### src/rtl/note_game_pkg.sv
// Shared constants and types for the note-game judgement logic.
package note_game_pkg;

    localparam int LANES           = 5;
    localparam int DEF_WINDOW      = 8;
    localparam int DEF_PERFECT_WIN = 3;
    localparam int DEF_PERFECT_PTS = 100;
    localparam int DEF_GOOD_PTS    = 50;
    localparam int DEF_SCORE_W     = 16;
    localparam int DEF_COMBO_W     = 10;

    // Per-lane verdict for one cycle.
    typedef enum logic [1:0] {
        J_NONE,
        J_PERFECT,
        J_GOOD,
        J_MISS
    } judge_t;

endpackage

### src/rtl/note_lane_judge.sv
// Single-lane hit window: arms on a note, ages it, grades the next key press.
//
// state   | meaning
// --------+--------------------------------------------------------------
// S_IDLE  | no note pending; key presses are ignored
// S_ARMED | note pending, age counts cycles since arming (0..WINDOW-1)
//
// The verdict is registered here, so it leaves the lane one cycle after
// the judging edge; the top registers it once more as the output pulse.
module note_lane_judge
    import note_game_pkg::*;
#(
    parameter int WINDOW      = DEF_WINDOW,
    parameter int PERFECT_WIN = DEF_PERFECT_WIN
) (
    input  logic   clk,
    input  logic   rst,
    input  logic   note_tick,
    input  logic   note,
    input  logic   key,
    output judge_t judge
);

    localparam int AGE_W = (WINDOW > 1) ? $clog2(WINDOW) : 1;
    localparam logic [AGE_W-1:0] AGE_LAST = AGE_W'(WINDOW - 1);
    // One extra bit so PERFECT_WIN == WINDOW does not wrap to zero.
    localparam logic [AGE_W:0]   PERF_LIM = (AGE_W + 1)'(PERFECT_WIN);

    typedef enum logic {
        S_IDLE,
        S_ARMED
    } lane_state_t;

    lane_state_t      state;
    logic [AGE_W-1:0] age;
    logic             key_prev;
    logic             rise;
    logic             arm;

    assign rise = key & ~key_prev;
    assign arm  = note_tick & note;

    // Judge the pending note first, then let a new note (re)arm the lane.
    always_ff @(posedge clk) begin
        if (rst) begin
            state    <= S_IDLE;
            age      <= '0;
            key_prev <= 1'b0;
            judge    <= J_NONE;
        end else begin
            key_prev <= key;
            judge    <= J_NONE;
            if (state == S_ARMED) begin
                if (rise) begin
                    judge <= ({1'b0, age} < PERF_LIM) ? J_PERFECT : J_GOOD;
                    state <= S_IDLE;
                end else if (age == AGE_LAST) begin
                    judge <= J_MISS;
                    state <= S_IDLE;
                end else if (arm) begin
                    // Old note displaced by a new one before it was played.
                    judge <= J_MISS;
                end else begin
                    age <= age + AGE_W'(1);
                end
            end
            if (arm) begin
                state <= S_ARMED;
                age   <= '0;
            end
        end
    end

endmodule

### src/rtl/note_judge.sv
// Hit judgement for all lanes: per-lane grading plus score and combo keeping.
module note_judge
    import note_game_pkg::*;
#(
    parameter int LANES       = note_game_pkg::LANES,
    parameter int WINDOW      = DEF_WINDOW,
    parameter int PERFECT_WIN = DEF_PERFECT_WIN,
    parameter int PERFECT_PTS = DEF_PERFECT_PTS,
    parameter int GOOD_PTS    = DEF_GOOD_PTS,
    parameter int SCORE_W     = DEF_SCORE_W,
    parameter int COMBO_W     = DEF_COMBO_W
) (
    input  logic               clk,
    input  logic               rst,
    input  logic               note_tick,
    input  logic [LANES-1:0]   note_in,
    input  logic [LANES-1:0]   key_in,
    output logic [LANES-1:0]   perfect_p,
    output logic [LANES-1:0]   good_p,
    output logic [LANES-1:0]   miss_p,
    output logic [SCORE_W-1:0] score,
    output logic [COMBO_W-1:0] combo,
    output logic [COMBO_W-1:0] max_combo
);

    localparam int CNT_W = $clog2(LANES + 1);
    // Arithmetic is done at 32 bits; score and combo widths stay well below.
    localparam logic [31:0] SCORE_MAX = 32'((64'd1 << SCORE_W) - 64'd1);
    localparam logic [31:0] COMBO_MAX = 32'((64'd1 << COMBO_W) - 64'd1);

    judge_t             lane_judge [LANES];
    logic [LANES-1:0]   perf_vec;
    logic [LANES-1:0]   good_vec;
    logic [LANES-1:0]   miss_vec;
    logic [CNT_W-1:0]   n_perf;
    logic [CNT_W-1:0]   n_good;
    logic [CNT_W-1:0]   n_miss;
    logic [31:0]        score_sum;
    logic [31:0]        combo_sum;
    logic [SCORE_W-1:0] score_next;
    logic [COMBO_W-1:0] combo_next;

    for (genvar i = 0; i < LANES; i++) begin : g_lane
        note_lane_judge #(
            .WINDOW      (WINDOW),
            .PERFECT_WIN (PERFECT_WIN)
        ) u_lane (
            .clk       (clk),
            .rst       (rst),
            .note_tick (note_tick),
            .note      (note_in[i]),
            .key       (key_in[i]),
            .judge     (lane_judge[i])
        );
    end

    // Split lane verdicts into pulse vectors and count each kind.
    always_comb begin
        perf_vec = '0;
        good_vec = '0;
        miss_vec = '0;
        n_perf   = '0;
        n_good   = '0;
        n_miss   = '0;
        for (int i = 0; i < LANES; i++) begin
            perf_vec[i] = (lane_judge[i] == J_PERFECT);
            good_vec[i] = (lane_judge[i] == J_GOOD);
            miss_vec[i] = (lane_judge[i] == J_MISS);
            n_perf      = n_perf + CNT_W'(perf_vec[i]);
            n_good      = n_good + CNT_W'(good_vec[i]);
            n_miss      = n_miss + CNT_W'(miss_vec[i]);
        end
    end

    // Saturating score; a miss anywhere breaks the combo, hits then don't count.
    always_comb begin
        score_sum = 32'(score)
                  + 32'(PERFECT_PTS) * 32'(n_perf)
                  + 32'(GOOD_PTS) * 32'(n_good);
        combo_sum = 32'(combo) + 32'(n_perf) + 32'(n_good);
        score_next = (score_sum > SCORE_MAX) ? SCORE_MAX[SCORE_W-1:0]
                                             : score_sum[SCORE_W-1:0];
        if (n_miss != '0) begin
            combo_next = '0;
        end else if (combo_sum > COMBO_MAX) begin
            combo_next = COMBO_MAX[COMBO_W-1:0];
        end else begin
            combo_next = combo_sum[COMBO_W-1:0];
        end
    end

    // Register pulses and running totals.
    always_ff @(posedge clk) begin
        if (rst) begin
            perfect_p <= '0;
            good_p    <= '0;
            miss_p    <= '0;
            score     <= '0;
            combo     <= '0;
            max_combo <= '0;
        end else begin
            perfect_p <= perf_vec;
            good_p    <= good_vec;
            miss_p    <= miss_vec;
            score     <= score_next;
            combo     <= combo_next;
            if (combo_next > max_combo) begin
                max_combo <= combo_next;
            end
        end
    end

endmodule

### config.mk
export PLATFORM = sky130hd
export DESIGN_NAME = note_judge
export DESIGN_NICKNAME = d
export VERILOG_FILES = /design/src/rtl/note_game_pkg.sv /design/src/rtl/note_lane_judge.sv /design/src/rtl/note_judge.sv
export SDC_FILE = /design/constraint.sdc
export NUM_CORES = 1
export LEC_CHECK = 0
export CORE_MARGIN = 2
export CORE_UTILIZATION = 40
export DETAILED_ROUTE_END_ITERATION = 8
export PLACE_DENSITY_LB_ADDON = 0.2
export SYNTH_ARGS = -nofsm -noshare
export SYNTH_HDL_FRONTEND = slang
export SYNTH_SLANG_ARGS = --single-unit
### constraint.sdc
create_clock -name clk -period 11.1 [get_ports clk]
set_input_delay 2.22 -clock clk [delete_from_list [all_inputs] [get_ports clk]]
set_output_delay 2.22 -clock clk [all_outputs]
set_load 0.05 [all_outputs]
### After elaboration in Yosys (flattened, before gate mapping)

Index checks and enable logic that the tools add are counted.

* register bits after elaboration: 86

* multiplexer cells: 43
* $lt $le $gt $ge: 8
* equal/unequal tests: 20
* reduce and logical (&&, ||, !) cells: 16
* bitwise logic cells: 30
* multiply operators: 2
* add/subtract/negate cells: 21

Operators with widths (count)
* 2-bit two-way mux: 20
* 2-bit == test (second input constant): 10
* 1-bit two-way mux: 20
* 10-bit two-way mux: 2
* 1-bit inverter: 20
* 2-bit OR reduction: 10
* 17-bit by 9-bit adder with 18-bit output: 1
* 3-bit by 1-bit adder with 3-bit output: 6
* 18-bit by 16-bit > comparator with 1-bit output (second input constant): 1
* 16-bit by 10-bit adder with 17-bit output: 1
* 5-bit by 3-bit multiplier with 8-bit output (first input constant): 2
* 16-bit two-way mux: 1
* 3-bit by 1-bit adder with 3-bit output (second input constant): 5
* 3-bit == test (second input constant): 5
* 3-bit by 2-bit less-than comparator with 1-bit output (second input constant): 5
* 3-bit AND reduction: 5
* 11-bit by 3-bit adder with 12-bit output: 1
* 12-bit by 10-bit > comparator with 1-bit output (second input constant): 1
* 10-bit by 3-bit adder with 11-bit output: 1
* 1-bit AND: 10
* 2-bit by 1-bit == test with 1-bit output (second input constant): 5
* 10-bit > comparator: 1
* 2-bit by 1-bit adder with 3-bit output: 3
* 1-bit by 1-bit adder with 2-bit output: 3
* 3-bit nonzero test: 1

### Longest topological paths before layout

* depth in word-level cells: 11
* gate-level depth with buffers: 23

### Cells and area by module

From an unflattened synthesis, not the netlist that was laid out.

* cell total of the unflattened synthesis: 511
* area, all modules: 4762.1 µm²

Modules (own cells, without submodules)
* note_judge: times used 1, cells each 346, area each 3216.8 µm²
* note_lane_judge: times used 5, cells each 33, area each 309.0 µm²

### Worst setup path before layout

No wires, ideal clock.

* path kind: register to register
* start: register g_lane[3].u_lane.judge[0]
* end: register max_combo[5]
* cell stages (with the launch flop): 23
* period minus slack after synthesis: 5137 ps
* path buffers: 1
* setup slack: 5963 ps
* data required time: 10972 ps
* data arrival time: 5009 ps
* path through: dfxtp_1 nor2b_1 fa_1 fa_1 ha_1 inv_1 fa_1 inv_1 ha_1 fa_1 a21o_1 nand4_1 nor2_1 xnor2_1 a21oi_1 ha_1 and4_1 nand3_1 o21bai_1 a31oi_2 buf_4 mux2i_1 nor2_1

* longest elaborated chain between the ends: 9
* elaborated cells between the ends (all ways): 16
* classes of those cells: add/sub: 8; order compare: 2; eq/ne: 3; mux: 2; reduce/logical: 1

Ends and longest elaborated chain
* from (decl): RTL line note_lane_judge.sv:21 `output judge_t judge`
* from (signal assigned): RTL line note_lane_judge.sv:55 `judge <= ({1'b0, age} < PERF_LIM) ? J_PERFECT : J_GOOD;`
* 2-bit by 1-bit == test with 1-bit output *: RTL line note_judge.sv:66 `perf_vec[i] = (lane_judge[i] == J_PERFECT);`
* net perf_vec[3]: RTL line note_judge.sv:32 `logic [LANES-1:0] perf_vec;`
* 3-bit by 1-bit adder with 3-bit output * (2 in a row): RTL line note_judge.sv:69 `n_perf = n_perf + CNT_W'(perf_vec[i]);`
* 10-bit by 3-bit adder with 11-bit output *: RTL line note_judge.sv:80 `combo_sum = 32'(combo) + 32'(n_perf) + 32'(n_good);`
* 11-bit by 3-bit adder with 12-bit output *: RTL line note_judge.sv:80
* 12-bit by 10-bit > comparator with 1-bit output: RTL line note_judge.sv:85 `end else if (combo_sum > COMBO_MAX) begin`
* 10-bit two-way mux *: RTL line note_judge.sv:85
* 10-bit two-way mux *: RTL line note_judge.sv:83 `if (n_miss != '0) begin`
* net combo_next[9]: RTL line note_judge.sv:41 `logic [COMBO_W-1:0] combo_next;`
* 10-bit > comparator *: RTL line note_judge.sv:107 `if (combo_next > max_combo) begin`
* to (signal assigned): RTL line note_judge.sv:108 `max_combo <= combo_next;`
* to (decl): RTL line note_judge.sv:23 `output logic [COMBO_W-1:0] max_combo`

Mark *: on every way through the listed nets, which the timed path passes. The rest lies on a longest branch.
A chain may end at the register's enable or synchronous reset.

### Final worst setup path

* start: register g_lane[3].u_lane.judge[0]
* end: register max_combo[9]

* longest elaborated chain between the ends: 9
* elaborated cells between the ends (all ways): 16
* classes of those cells: add/sub: 8; order compare: 2; eq/ne: 3; mux: 2; reduce/logical: 1

Ends and longest elaborated chain (RTL line)
* 2-bit by 1-bit == test with 1-bit output *: note_judge.sv:66
* net perf_vec[3]: note_judge.sv:32
* 3-bit by 1-bit adder with 3-bit output * (2 in a row): note_judge.sv:69
* 10-bit by 3-bit adder with 11-bit output *: note_judge.sv:80
* 11-bit by 3-bit adder with 12-bit output *: note_judge.sv:80
* 12-bit by 10-bit > comparator with 1-bit output: note_judge.sv:85
* 10-bit two-way mux *: note_judge.sv:85
* 10-bit two-way mux *: note_judge.sv:83
* net combo_next[9]: note_judge.sv:41
* 10-bit > comparator: note_judge.sv:107

Marks and branches as above.

==> impl_summary.md <==
Hold path
The class of the tightest hold or removal check is reg -> reg.

Floorplan
The number of placement rows is 39. The total area inside the core boundary comes to between 0.01 and 0.015 mm^2. The die covers ~0.012 mm^2. In this run the count of I/O pins placed on the die edge is 64.

The die is 111 um tall. For this configuration, the core starts out at a cell density of just over 40%. From left edge to right edge, the die measures about 110 um.

Yosys
The synthesized netlist occupies a cell area of about 0.0046 mm^2. Yosys mapped a number of flops with a built-in enable equal to 0. The count of synthesis-stage warnings from yosys is 0. The synthesized net count is roughly 590. The gate count of the mapped netlist is 511. In this run, distinct cell masters in the synthesized netlist total 46.

Summed over all instances, the cell type with the most area after synthesis is sky130_fd_sc_hd__dfxtp_1. In this run the biggest area consumer among cell types represents between 30% and 40% of the synthesized area. In the post-synthesis netlist, the biggest area contributors are sky130_fd_sc_hd__dfxtp_1, sky130_fd_sc_hd__ha_1, sky130_fd_sc_hd__fa_1.

Counting flops with an async set or reset pin after synthesis yields a share of 0%. The primary flip-flop cell chosen by synthesis mapping is sky130_fd_sc_hd__dfxtp_1. The proportion of synthesized chip area in sequential cells is 37.4%. Counting flops and latches in the post-synthesis netlist gives between 80 and 90.

A synthesized cell averages 9.00 um^2.

Timing
Of the available clock period, the critical path in the final layout requires a little over half. At the pin with the least slew margin, the transition time is around 0.8 ns. The aggregate negative setup slack is 0 ns. The final setup violation count is 0. Setup repair after global routing left no endpoint under its margin. For the final database, setup skew stands at ~0.005 ns. Timing would allow up to 172 MHz. The max-slew headroom at the worst pin is a little under half. The count of pins over their slew limit was 0.

The worst path in the final design needs a cycle of between 5 and 6 ns, including I/O delays and setup. The number of failing hold endpoints at the final stage is 0.

Detailed routing
The detailed-router iteration count before antenna repair is 4. The final routed wirelength across all metal layers is 9460 um. The post-route DRC violation count is 0. The ratio of routed vias to standard cells is ~5. The via count is 3,576. The count of nets left with antenna violations once routing finished came out at 0. For this block, the initial DRC count from the detailed router was 116. The final routed wire length divided by cell count is ~13 um.

Setup path
The largest fanout on the critical path is 14. The worst setup path is of the reg -> reg kind. The endpoint type of the worst setup path is a flip-flop. The worst setup path is launched from a flip-flop.

The critical path arrival is between 6 and 7 ns. STA puts the critical path data required time at around 11 ns.

Cells and area
The fraction of final layout cells sized beyond drive strength 1 is around 4.6%. The number of antenna cells inserted is 0. The summed area of non-filler cells in the final layout is around 0.0057 mm^2. The area added between synthesis and finish is 23.9%.

At the end of the flow, the number of nets in the layout was 650.

Global route
The total overflow left after global routing is 0. Entering global routing, the biggest net connects 69 pins. The global-route wire length before repair is 16,300 um.

For this run, the total global-route usage over all layers was measured as between 10% and 20%. The number of antenna violations at the first check in global routing is 0. The number of global-route vias before repair came to approximately 3,500.

Pwr
The leakage dissipation is between 2 and 2.5 nW. The peak supply drop is 0.0767 mV. The total power divided by cell area is 149 mW/mm^2.

Clocking
The clock transition at the register clock pins on the worst setup and hold paths after CTS is about 0.07 ns. The number of cells upsized or downsized after cts is 0. The H-tree was split into 3 levels. The root buffer selected by CTS is sky130_fd_sc_hd__clkbuf_16. TritonCTS built the clock tree. In this run, post-CTS hold repair placed 0 buffers. The maximum root-to-sink buffer count is 2. The number of setup buffers added after CTS is 0. For this design, the sink count on the clock tree is 86. At the later pin of the worst-skew pair, clock insertion delay measures approximately 0.35 ns. Buffers inserted during clock tree synthesis total 9.

Place
The final RePlAce weighted congestion is roughly 0.86. Port buffering added 63 buffers. The placed instances occupy a cell area of approximately 0.0054 mm^2. The detailed placer's ending HPWL is around 7300 um.

Outcome
The flow ran to the end, and the final reports show no timing, DRC or antenna violations.

Job
The number of max-capacitance violations reported is 0.
==> final timing paths <==
check,slack (ns),endpoint,cells after the start,startpoint
max,5.27,max_combo[9],20,g_lane[3].u_lane.judge[0]
min reg2reg,0.45,score[0],2,score[0]
min,0.45,score[0],2,score[0]
max reg2reg,5.27,max_combo[9],20,g_lane[3].u_lane.judge[0]
==> cells in the mapped netlist, drive strengths merged, types with 2 or more instances <==
library cell  count
nor2             43
buf               2
and4              2
nand2            43
xnor2             5
o21ai             6
inv              57
nand3b            5
clkbuf            8
nand2b            7
mux2i             4
and3              3
a31oi             4
xor2             11
nand3            16
o31ai             2
and3b             5
nor3              5
a211oi            3
dfxtp            86
a21o              5
a21oi            62
nor3b             3
fa               22
mux2              2
o211ai            5
nor2b            37
and2              6
or3               2
nand4             2
ha               39
==> flip-flops by register name, indices dropped and copies added, names as in the netlist <==
name / flops
g_lane.u_lane.state: 5
g_lane.u_lane.age: 15
score: 16
g_lane.u_lane.key_prev: 5
good_p: 5
miss_p: 5
g_lane.u_lane.judge: 10
combo: 10
max_combo: 10
perfect_p: 5
==> stage by stage <==
stage	setup slack, ns	cells	hold WS [ns]	power [mW]	utilization [%]
global route	4.87	724	0.462	0.888	50.3
finish	5.27	724	0.447	0.846	50.3
CTS	5.26	724	0.448	0.858	50.3
global placement	5.46	708	0.438	0.515	47.4
detailed placement	5.28	708	0.440	0.519	47.4
floorplan	5.96	511	0.442	0.474	-
==> logic make-up (layout without fill, tap and decap cells) <==
group,after synthesis,in the layout,share of synthesized area [%]
buf+inv,67,137,5.58
fa+ha+maj,61,61,20.2
mux,6,6,1.36
xor+xnor,16,16,3.05
simple gates,180,180,20.2
compound gates,95,95,12.2
flops,86,86,37.4
==> worst max-delay path, stage by stage, from the launching register on <==
cell	delay, ns
sky130_fd_sc_hd__dfxtp_1	0.37
sky130_fd_sc_hd__nor2b_1	0.25
sky130_fd_sc_hd__fa_1	0.48
sky130_fd_sc_hd__fa_1	0.44
sky130_fd_sc_hd__ha_1	0.34
sky130_fd_sc_hd__inv_1	0.08
sky130_fd_sc_hd__fa_1	0.48
sky130_fd_sc_hd__inv_1	0.04
sky130_fd_sc_hd__ha_1	0.24
sky130_fd_sc_hd__fa_1	0.46
sky130_fd_sc_hd__a21o_1	0.21
sky130_fd_sc_hd__nand4_1	0.12
sky130_fd_sc_hd__nor2_1	0.07
sky130_fd_sc_hd__xnor2_1	0.18
sky130_fd_sc_hd__a21oi_1	0.10
sky130_fd_sc_hd__ha_1	0.33
sky130_fd_sc_hd__and4_1	0.22
sky130_fd_sc_hd__nand3_1	0.09
sky130_fd_sc_hd__o21bai_1	0.18
sky130_fd_sc_hd__a31oi_2	0.61
sky130_fd_sc_hd__mux2_2	0.42
==> report_power, final <==
group          total (mW)  internal [mW]  switching, mW
Clock               0.335          0.200          0.135
Combinational       0.178         0.0657          0.112
Sequential          0.333          0.322         0.0103
Total               0.846          0.588          0.258
==> cell type report <==
cell class / count / area [um^2]
Clock buffer: 9 / 225
Clock inverter: 7 / 103
Fill cell: 1090 / 5630
Inverter: 57 / 214
Multi-Input combinational cell: 358 / 2620
Sequential cell: 86 / 1720
Tap cell: 143 / 179
Timing Repair Buffer: 64 / 633
==> layer usage <==
layer / GRT usage (%) / up-vias / routed length, um
li1: - / 1832 / -
met1: 20.4 / 1657 / 4370
met2: 26.0 / 65 / 4360
met3: 3.88 / 22 / 421
met4: 9.63 / 0 / 306
met5: 0 / - / 0
==> cell usage in the layout, fill, tap and decap left out, drive strengths merged, types with 7 or more instances in the layout <==
cell type and instances:
inv 60, nand2b 7, nor2b 37, ha 39
xor2 11, nor2 43, dfxtp 86, clkdlybuf4s50 62
nand2 43, fa 22, clkbuf 9, a21oi 62
nand3 16
Note: power is estimated with default switching activity, not from simulation.
